==> src/rtl/SchedulerTypes.sv <==
`default_nettype none
// ============================================================================
// Module   : SchedulerTypes
// Brief    : Shared scheduler constants and issue-queue datapath types.
// Revision : 1.0 - initial release
// ============================================================================
package SchedulerTypes;

    localparam int ISSUE_QUEUE_ENTRY_NUM   = 16;
    localparam int DISPATCH_WIDTH          = 2;
    localparam int ISSUE_QUEUE_INDEX_WIDTH = $clog2(ISSUE_QUEUE_ENTRY_NUM);

    typedef logic [ISSUE_QUEUE_INDEX_WIDTH-1:0] IssueQueueIndexPath;
    typedef logic [ISSUE_QUEUE_ENTRY_NUM-1:0]   IssueQueueOneHotPath;
    typedef logic [ISSUE_QUEUE_INDEX_WIDTH:0]   IssueQueueCountPath;

endpackage
`default_nettype wire

==> src/rtl/free_entry_picker.sv <==
`default_nettype none
// ============================================================================
// Module   : free_entry_picker
// Brief    : Chain of lane priority encoders; each requesting lane takes the
//            lowest free entry left over by the lanes below it.
// Revision : 1.0 - initial release
// ============================================================================
module free_entry_picker #(
    parameter int ENTRY_NUM = SchedulerTypes::ISSUE_QUEUE_ENTRY_NUM,
    parameter int LANE_NUM  = SchedulerTypes::DISPATCH_WIDTH
) (
    input  logic [ENTRY_NUM-1:0]         freeVector,
    input  logic [LANE_NUM-1:0]          laneReq,
    output logic [$clog2(ENTRY_NUM)-1:0] lanePtr [LANE_NUM],
    output logic [ENTRY_NUM-1:0]         allocMask
);

    localparam int                   c_IDX_W = $clog2(ENTRY_NUM);
    localparam logic [ENTRY_NUM-1:0] c_ONE   = ENTRY_NUM'(1);

    logic [ENTRY_NUM-1:0] w_avail;
    logic [ENTRY_NUM-1:0] w_pick;

    // x & -x isolates the lowest set bit; picked bits are masked out for later lanes
    always_comb begin
        w_avail   = freeVector;
        w_pick    = '0;
        allocMask = '0;
        for (int i = 0; i < LANE_NUM; i++) begin
            w_pick     = laneReq[i] ? (w_avail & (~w_avail + c_ONE)) : '0;
            w_avail    = w_avail & ~w_pick;
            allocMask  = allocMask | w_pick;
            lanePtr[i] = '0;
            for (int j = 0; j < ENTRY_NUM; j++) begin
                lanePtr[i] = lanePtr[i] | (w_pick[j] ? c_IDX_W'(j) : '0);
            end
        end
    end

endmodule
`default_nettype wire

==> src/rtl/issue_queue_allocator.sv <==
`default_nettype none
// ============================================================================
// Module   : issue_queue_allocator
// Brief    : Free-bitmap issue-queue entry allocator with all-or-nothing grant
//            and multi-entry release per cycle.
// Revision : 1.0 - initial release
// ============================================================================
module issue_queue_allocator #(
    parameter int ISSUE_QUEUE_ENTRY_NUM = SchedulerTypes::ISSUE_QUEUE_ENTRY_NUM,
    parameter int DISPATCH_WIDTH        = SchedulerTypes::DISPATCH_WIDTH
) (
    input  logic                                     clk,
    input  logic                                     rst,
    input  logic                                     stall,
    input  logic [DISPATCH_WIDTH-1:0]                allocReq,
    output logic                                     allocGrant,
    output logic [$clog2(ISSUE_QUEUE_ENTRY_NUM)-1:0] allocPtr [DISPATCH_WIDTH],
    input  logic [ISSUE_QUEUE_ENTRY_NUM-1:0]         releaseVector,
    output logic [$clog2(ISSUE_QUEUE_ENTRY_NUM):0]   freeCount,
    output logic                                     full,
    output logic                                     empty,
    output logic                                     releaseError
);

    localparam int c_N     = ISSUE_QUEUE_ENTRY_NUM;
    localparam int c_W     = DISPATCH_WIDTH;
    localparam int c_IDX_W = $clog2(c_N);
    localparam int c_CNT_W = c_IDX_W + 1;

    logic [c_N-1:0]     r_freeVector;
    logic [c_CNT_W-1:0] r_freeCount;
    logic               r_releaseError;

    logic [c_IDX_W-1:0] w_lanePtr [c_W];
    logic [c_N-1:0]     w_pickMask;
    logic [c_N-1:0]     w_allocMask;
    logic [c_N-1:0]     w_nextFree;
    logic [c_CNT_W-1:0] w_reqCount;
    logic [c_CNT_W-1:0] w_nextCount;
    logic               w_grant;
    logic               w_commit;

    free_entry_picker #(
        .ENTRY_NUM (c_N),
        .LANE_NUM  (c_W)
    ) u_picker (
        .freeVector (r_freeVector),
        .laneReq    (allocReq),
        .lanePtr    (w_lanePtr),
        .allocMask  (w_pickMask)
    );

    always_comb begin
        w_reqCount = '0;
        for (int i = 0; i < c_W; i++) begin
            w_reqCount = w_reqCount + c_CNT_W'(allocReq[i]);
        end
    end

    // Grant is all-or-nothing so the picker never needs a partial-grant path
    assign w_grant     = (w_reqCount <= r_freeCount);
    assign w_commit    = w_grant && !stall && (|allocReq);
    assign w_allocMask = w_commit ? w_pickMask : '0;

    // Release is OR-ed last so it wins over a (never legal) overlapping allocation
    assign w_nextFree = (r_freeVector & ~w_allocMask) | releaseVector;

    always_comb begin
        w_nextCount = '0;
        for (int j = 0; j < c_N; j++) begin
            w_nextCount = w_nextCount + c_CNT_W'(w_nextFree[j]);
        end
    end

    always_ff @(posedge clk) begin
        if (rst) begin
            r_freeVector   <= '1;
            r_freeCount    <= c_CNT_W'(c_N);
            r_releaseError <= 1'b0;
        end else begin
            r_freeVector   <= w_nextFree;
            r_freeCount    <= w_nextCount;
            r_releaseError <= |(releaseVector & r_freeVector);
        end
    end

    always_comb begin
        for (int i = 0; i < c_W; i++) begin
            allocPtr[i] = (w_grant && allocReq[i]) ? w_lanePtr[i] : '0;
        end
    end

    assign allocGrant   = w_grant;
    assign freeCount    = r_freeCount;
    assign full         = (r_freeCount < c_CNT_W'(c_W));
    assign empty        = (r_freeCount == c_CNT_W'(c_N));
    assign releaseError = r_releaseError;

endmodule
`default_nettype wire
==> config.mk <==
export PLATFORM = sky130hd
export DESIGN_NAME = issue_queue_allocator
export DESIGN_NICKNAME = d
export VERILOG_FILES = /design/src/rtl/SchedulerTypes.sv /design/src/rtl/free_entry_picker.sv /design/src/rtl/issue_queue_allocator.sv
export SDC_FILE = /design/constraint.sdc
export NUM_CORES = 1
export LEC_CHECK = 0
export ABC_AREA = 1
export CORE_ASPECT_RATIO = 1.1
export CORE_MARGIN = 10
export CORE_UTILIZATION = 52
export CTS_BUF_LIST = sky130_fd_sc_hd__clkbuf_8
export CTS_CLUSTER_SIZE = 12
export DETAILED_ROUTE_END_ITERATION = 12
export PLACE_DENSITY = 0.78
export SLEW_MARGIN = 20
export SYNTH_ARGS = -nofsm -noshare
export SYNTH_HDL_FRONTEND = slang
export SYNTH_SLANG_ARGS = --single-unit
==> constraint.sdc <==
create_clock -name clk -period 8.9 [get_ports clk]
set_input_delay 2.225 -clock clk [delete_from_list [all_inputs] [get_ports clk]]
set_output_delay 2.225 -clock clk [all_outputs]
set_load 0.02 [all_outputs]
==> results of run 1 <==
## state kept, by name (all words and copies together) (netlist names)
signal / count
r_freeVector: 16
releaseError: 1
freeCount: 5
## metal layers
layer / up-vias / wire length, µm
li1: 1247 / -
met1: 1105 / 2850
met2: 129 / 3350
met3: 19 / 499
met4: 0 / 182
met5: - / 0
## worst max-delay path, cell delays in order
cell and delay, ns:
sky130_fd_sc_hd__clkdlybuf4s50_1 0.79, sky130_fd_sc_hd__inv_1 0.20, sky130_fd_sc_hd__ha_1 0.33, sky130_fd_sc_hd__inv_1 0.06
sky130_fd_sc_hd__ha_1 0.13, sky130_fd_sc_hd__nor2_1 0.04, sky130_fd_sc_hd__o21ai_0 0.37, sky130_fd_sc_hd__nand2_1 0.36
sky130_fd_sc_hd__a221oi_1 0.48, sky130_fd_sc_hd__inv_1 0.13, sky130_fd_sc_hd__fa_1 0.57, sky130_fd_sc_hd__fa_1 0.44
sky130_fd_sc_hd__fa_1 0.55, sky130_fd_sc_hd__inv_1 0.05, sky130_fd_sc_hd__fa_1 0.43, sky130_fd_sc_hd__inv_1 0.07
sky130_fd_sc_hd__ha_1 0.17, sky130_fd_sc_hd__inv_1 0.06, sky130_fd_sc_hd__fa_1 0.40, sky130_fd_sc_hd__o21ai_0 0.19
sky130_fd_sc_hd__a21oi_1 0.06
## through the flow
stage                     hold slack (ns)  cell area [µm²]
after global routing                0.699             2740
after CTS                           0.647             2740
after detailed placement            0.641             2680
after global placement              0.637             2680
final                               0.676             2740
after floorplan                     0.550             2260
## worst max path at each step
| stage | cells past startpoint | slack, ns | to |
|---|---|---|---|
| global route | 22 | 0.56 | freeCount[4]$_SDFF_PP1_ |
| floorplan | 22 | 1.56 | freeCount[2]$_SDFF_PP0_ |
| finish | 21 | 0.95 | freeCount[2]$_SDFF_PP0_ |
| CTS | 21 | 1.02 | freeCount[2]$_SDFF_PP0_ |
| detailed placement | 21 | 0.74 | freeCount[2]$_SDFF_PP0_ |
| global placement | 22 | 0.91 | freeCount[2]$_SDFF_PP0_ |
## placed cells by master, fill, tap and decap left out, drive strengths merged, types with 9 or more instances in the layout
| cell | instances |
|---|---|
| a21oi | 17 |
| clkdlybuf4s50 | 37 |
| dfxtp | 22 |
| fa | 10 |
| ha | 9 |
| inv | 63 |
| nand2 | 82 |
| nand3 | 24 |
| nor2 | 73 |
| nor3 | 10 |
| o21ai | 11 |
## logic make-up (layout without fill, tap and decap cells)
| family | Yosys count | after routing | synth area share, % |
|---|---|---|---|
| adder cells (fa/ha/maj) | 19 | 19 | 13.8 |
| flip-flops | 22 | 22 | 19.4 |
| AO/OA/AOI/OAI | 52 | 52 | 14.9 |
| buffers and inverters | 67 | 104 | 11.3 |
| AND/OR/NAND/NOR | 202 | 202 | 40.5 |
## area by class of cell
class | instances | area [µm²] | area share (%)
Tap cell | 54 | 67.6 | 2.47
Clock buffer | 4 | 55.1 | 2.01
Inverter | 63 | 236 | 8.64
Timing Repair Buffer | 37 | 370 | 13.5
Multi-Input combinational cell | 273 | 1570 | 57.3
Sequential cell | 22 | 440 | 16.1
## power by group through the flow
stage / clock [W] / sequential, W / combinational (W)
after floorplan: 0 / 0.000109 / 0.0000321
after global placement: 0 / 0.000107 / 0.0000643
after detailed placement: 0 / 0.000107 / 0.0000651
after CTS: 0.0000720 / 0.000104 / 0.0000656
after global routing: 0.0000768 / 0.000105 / 0.0000723
final: 0.0000713 / 0.000104 / 0.0000655
==> metrics.yaml, run 1 <==
initial_core_util_pct: 53.2
grt_antenna_before_repair: 0
fraction_of_the_core_area_covered_by_cells_at_the_end_of_the_flow_pct: 64.4
netSwitchingFraction_pct: 29.6
dpl_worst_slack_ns: 0.737
critical_path_peak_fanout: 13
worst-setup-path-type: "in -> reg"
design.die.area_mm2: 0.00740
grt_max_degree: 18
fillers: 406
placeableCoreArea_mm2: 0.00425
ys_async_sr_fraction_pct: 0
cellLeakagePower_nw: 1.27
portion_of_total_power_attributed_to_combinational_logic_pct: 27.1
syn_nets: 402
clockRootBuffer: "sky130_fd_sc_hd__clkbuf_8"
gr-max-usage-layer: "met2"
grt_pass1_vias: 2375
synth_seq_cells: 22
yosys_most_used_dff: "sky130_fd_sc_hd__dfxtp_1"
worst-r2r-cell-count: 19
vias: 2500
met3_layer_usage_reported_by_global_route_pct: 2.46
yosys.cell_count.top_type: "sky130_fd_sc_hd__nand2_1"
routed_wire_length_per_instance_um: 15.2
max-clock-path-buffers: 2
placement_rows: 25
crit-reg2reg-launch: "freeCount[1]$_SDFF_PP0_"
synth_edf_count: 0
cts_sinks: 22
final_critical_path_setup_slack_ns: 0.951
global_routing_usage_on_met2_pct: 32.7
final_hold_viol_count: 0
report.final.setup_viol: 0
post_synth_num_cell_types: 36
setup-tns-final_ns: 0
post_cts_repair_timing_setup_buffer_count: 0
setup.worst_path.start: "allocReq[0]"
synth_largest_area_cell: "sky130_fd_sc_hd__dfxtp_1"
gp_congestion: 0.917
globalRouteOverflowTotal: 0
power_switching_w: 0.0000715
yosys-top-cells-area: "sky130_fd_sc_hd__dfxtp_1, sky130_fd_sc_hd__nand2_1, sky130_fd_sc_hd__inv_1, sky130_fd_sc_hd__nor2_1, sky130_fd_sc_hd__fa_1"
worstHoldEndpoint: "r_freeVector[10]$_SDFF_PP1_"
grt_usage_pct: 18.5
port_buffers: 37
worst_hold_startpoint: "r_freeVector[10]$_SDFF_PP1_"
min_path_type: "reg -> reg"
flow.area_growth_from_synthesis_pct: 20.9
setup.reg_to_reg.worst_slack_ns: 3.58
outcome: "complete, no violations"
worst_setup_hold_path_clk_slew_ns: 0.08
timing.clock.skew_ns: 0.00646
peak_supply_drop_uv: 120
max_cap_viol_count: 0
htree_num_levels: 1
final_net_count: 440
final_non_filler_cells: 453
share_seq_of_total_power_pct: 43.3
worst_skew_pair.late_latency_ns: 0.27
drt-total-wl_mm: 6.88
ys_warn_count: 0
post_synth_inst_count: 362
synth-seq-area-share_pct: 19.4
p_per_area_mw_per_mm2: 88.1
drt_iter0_drc: 324
final_layout_size_suffix_gt1_share_pct: 7.52
worstPathArrival_ns: 8.11
period_needed_ns: 7.95
synth.cells.most_frequent: "sky130_fd_sc_hd__nand2_1, sky130_fd_sc_hd__inv_1, sky130_fd_sc_hd__nor2_1"
chipWidth_um: 82.9
power.clock.fraction_pct: 29.6
tritoncts.num_buffers: 3
final_min_period_over_clock_period_pct: 89.3
cts_tree: "yes"
crit-reg2reg-capture: "freeCount[2]$_SDFF_PP0_"
dp.cells: 449
post_cts_resized: 0
setup_repair_after_global_routing_missed_its_margin: "no"
postRouteAntennaNets: 0
post_drt_via_cell_ratio: 5.52
p_int_w: 0.000170
floorplan.die.height_um: 89.2
drcViolationCount: 0
synth_top_cell_area_share_pct: 19.4
power.total_w: 0.000241
post_cts_hold_buffer_count: 0
dp_hpwl_mm: 5.88
diodes: 0
critical_path.endpoint_type: "flop"
floorplan.io_pins: 38
synthesis.area_per_instance_um2: 6.26
worstSetupStartpointType: "input pin"
slew-limit-headroom_pct: 64.0
drt_pre_antenna_iters: 5
slew_viol_final: 0
max_slew.worst_pin.slew_ns: 0.536
worst_hold_stages: 2
maxClockFrequency_mhz: 126
syn-cell-area_mm2: 0.00226
grt_first_pass_wirelength_mm: 11.3
worst_ep_required_time_ns: 9.06
use_met1_pct: 22.4
Power figures use the tool's default switching activity.
==> run 2: changes to the inputs <==
SLEW_MARGIN = default   (was 20)
==> results of run 2 <==
Final layout, timing and power as in run 1 (identical DEF).
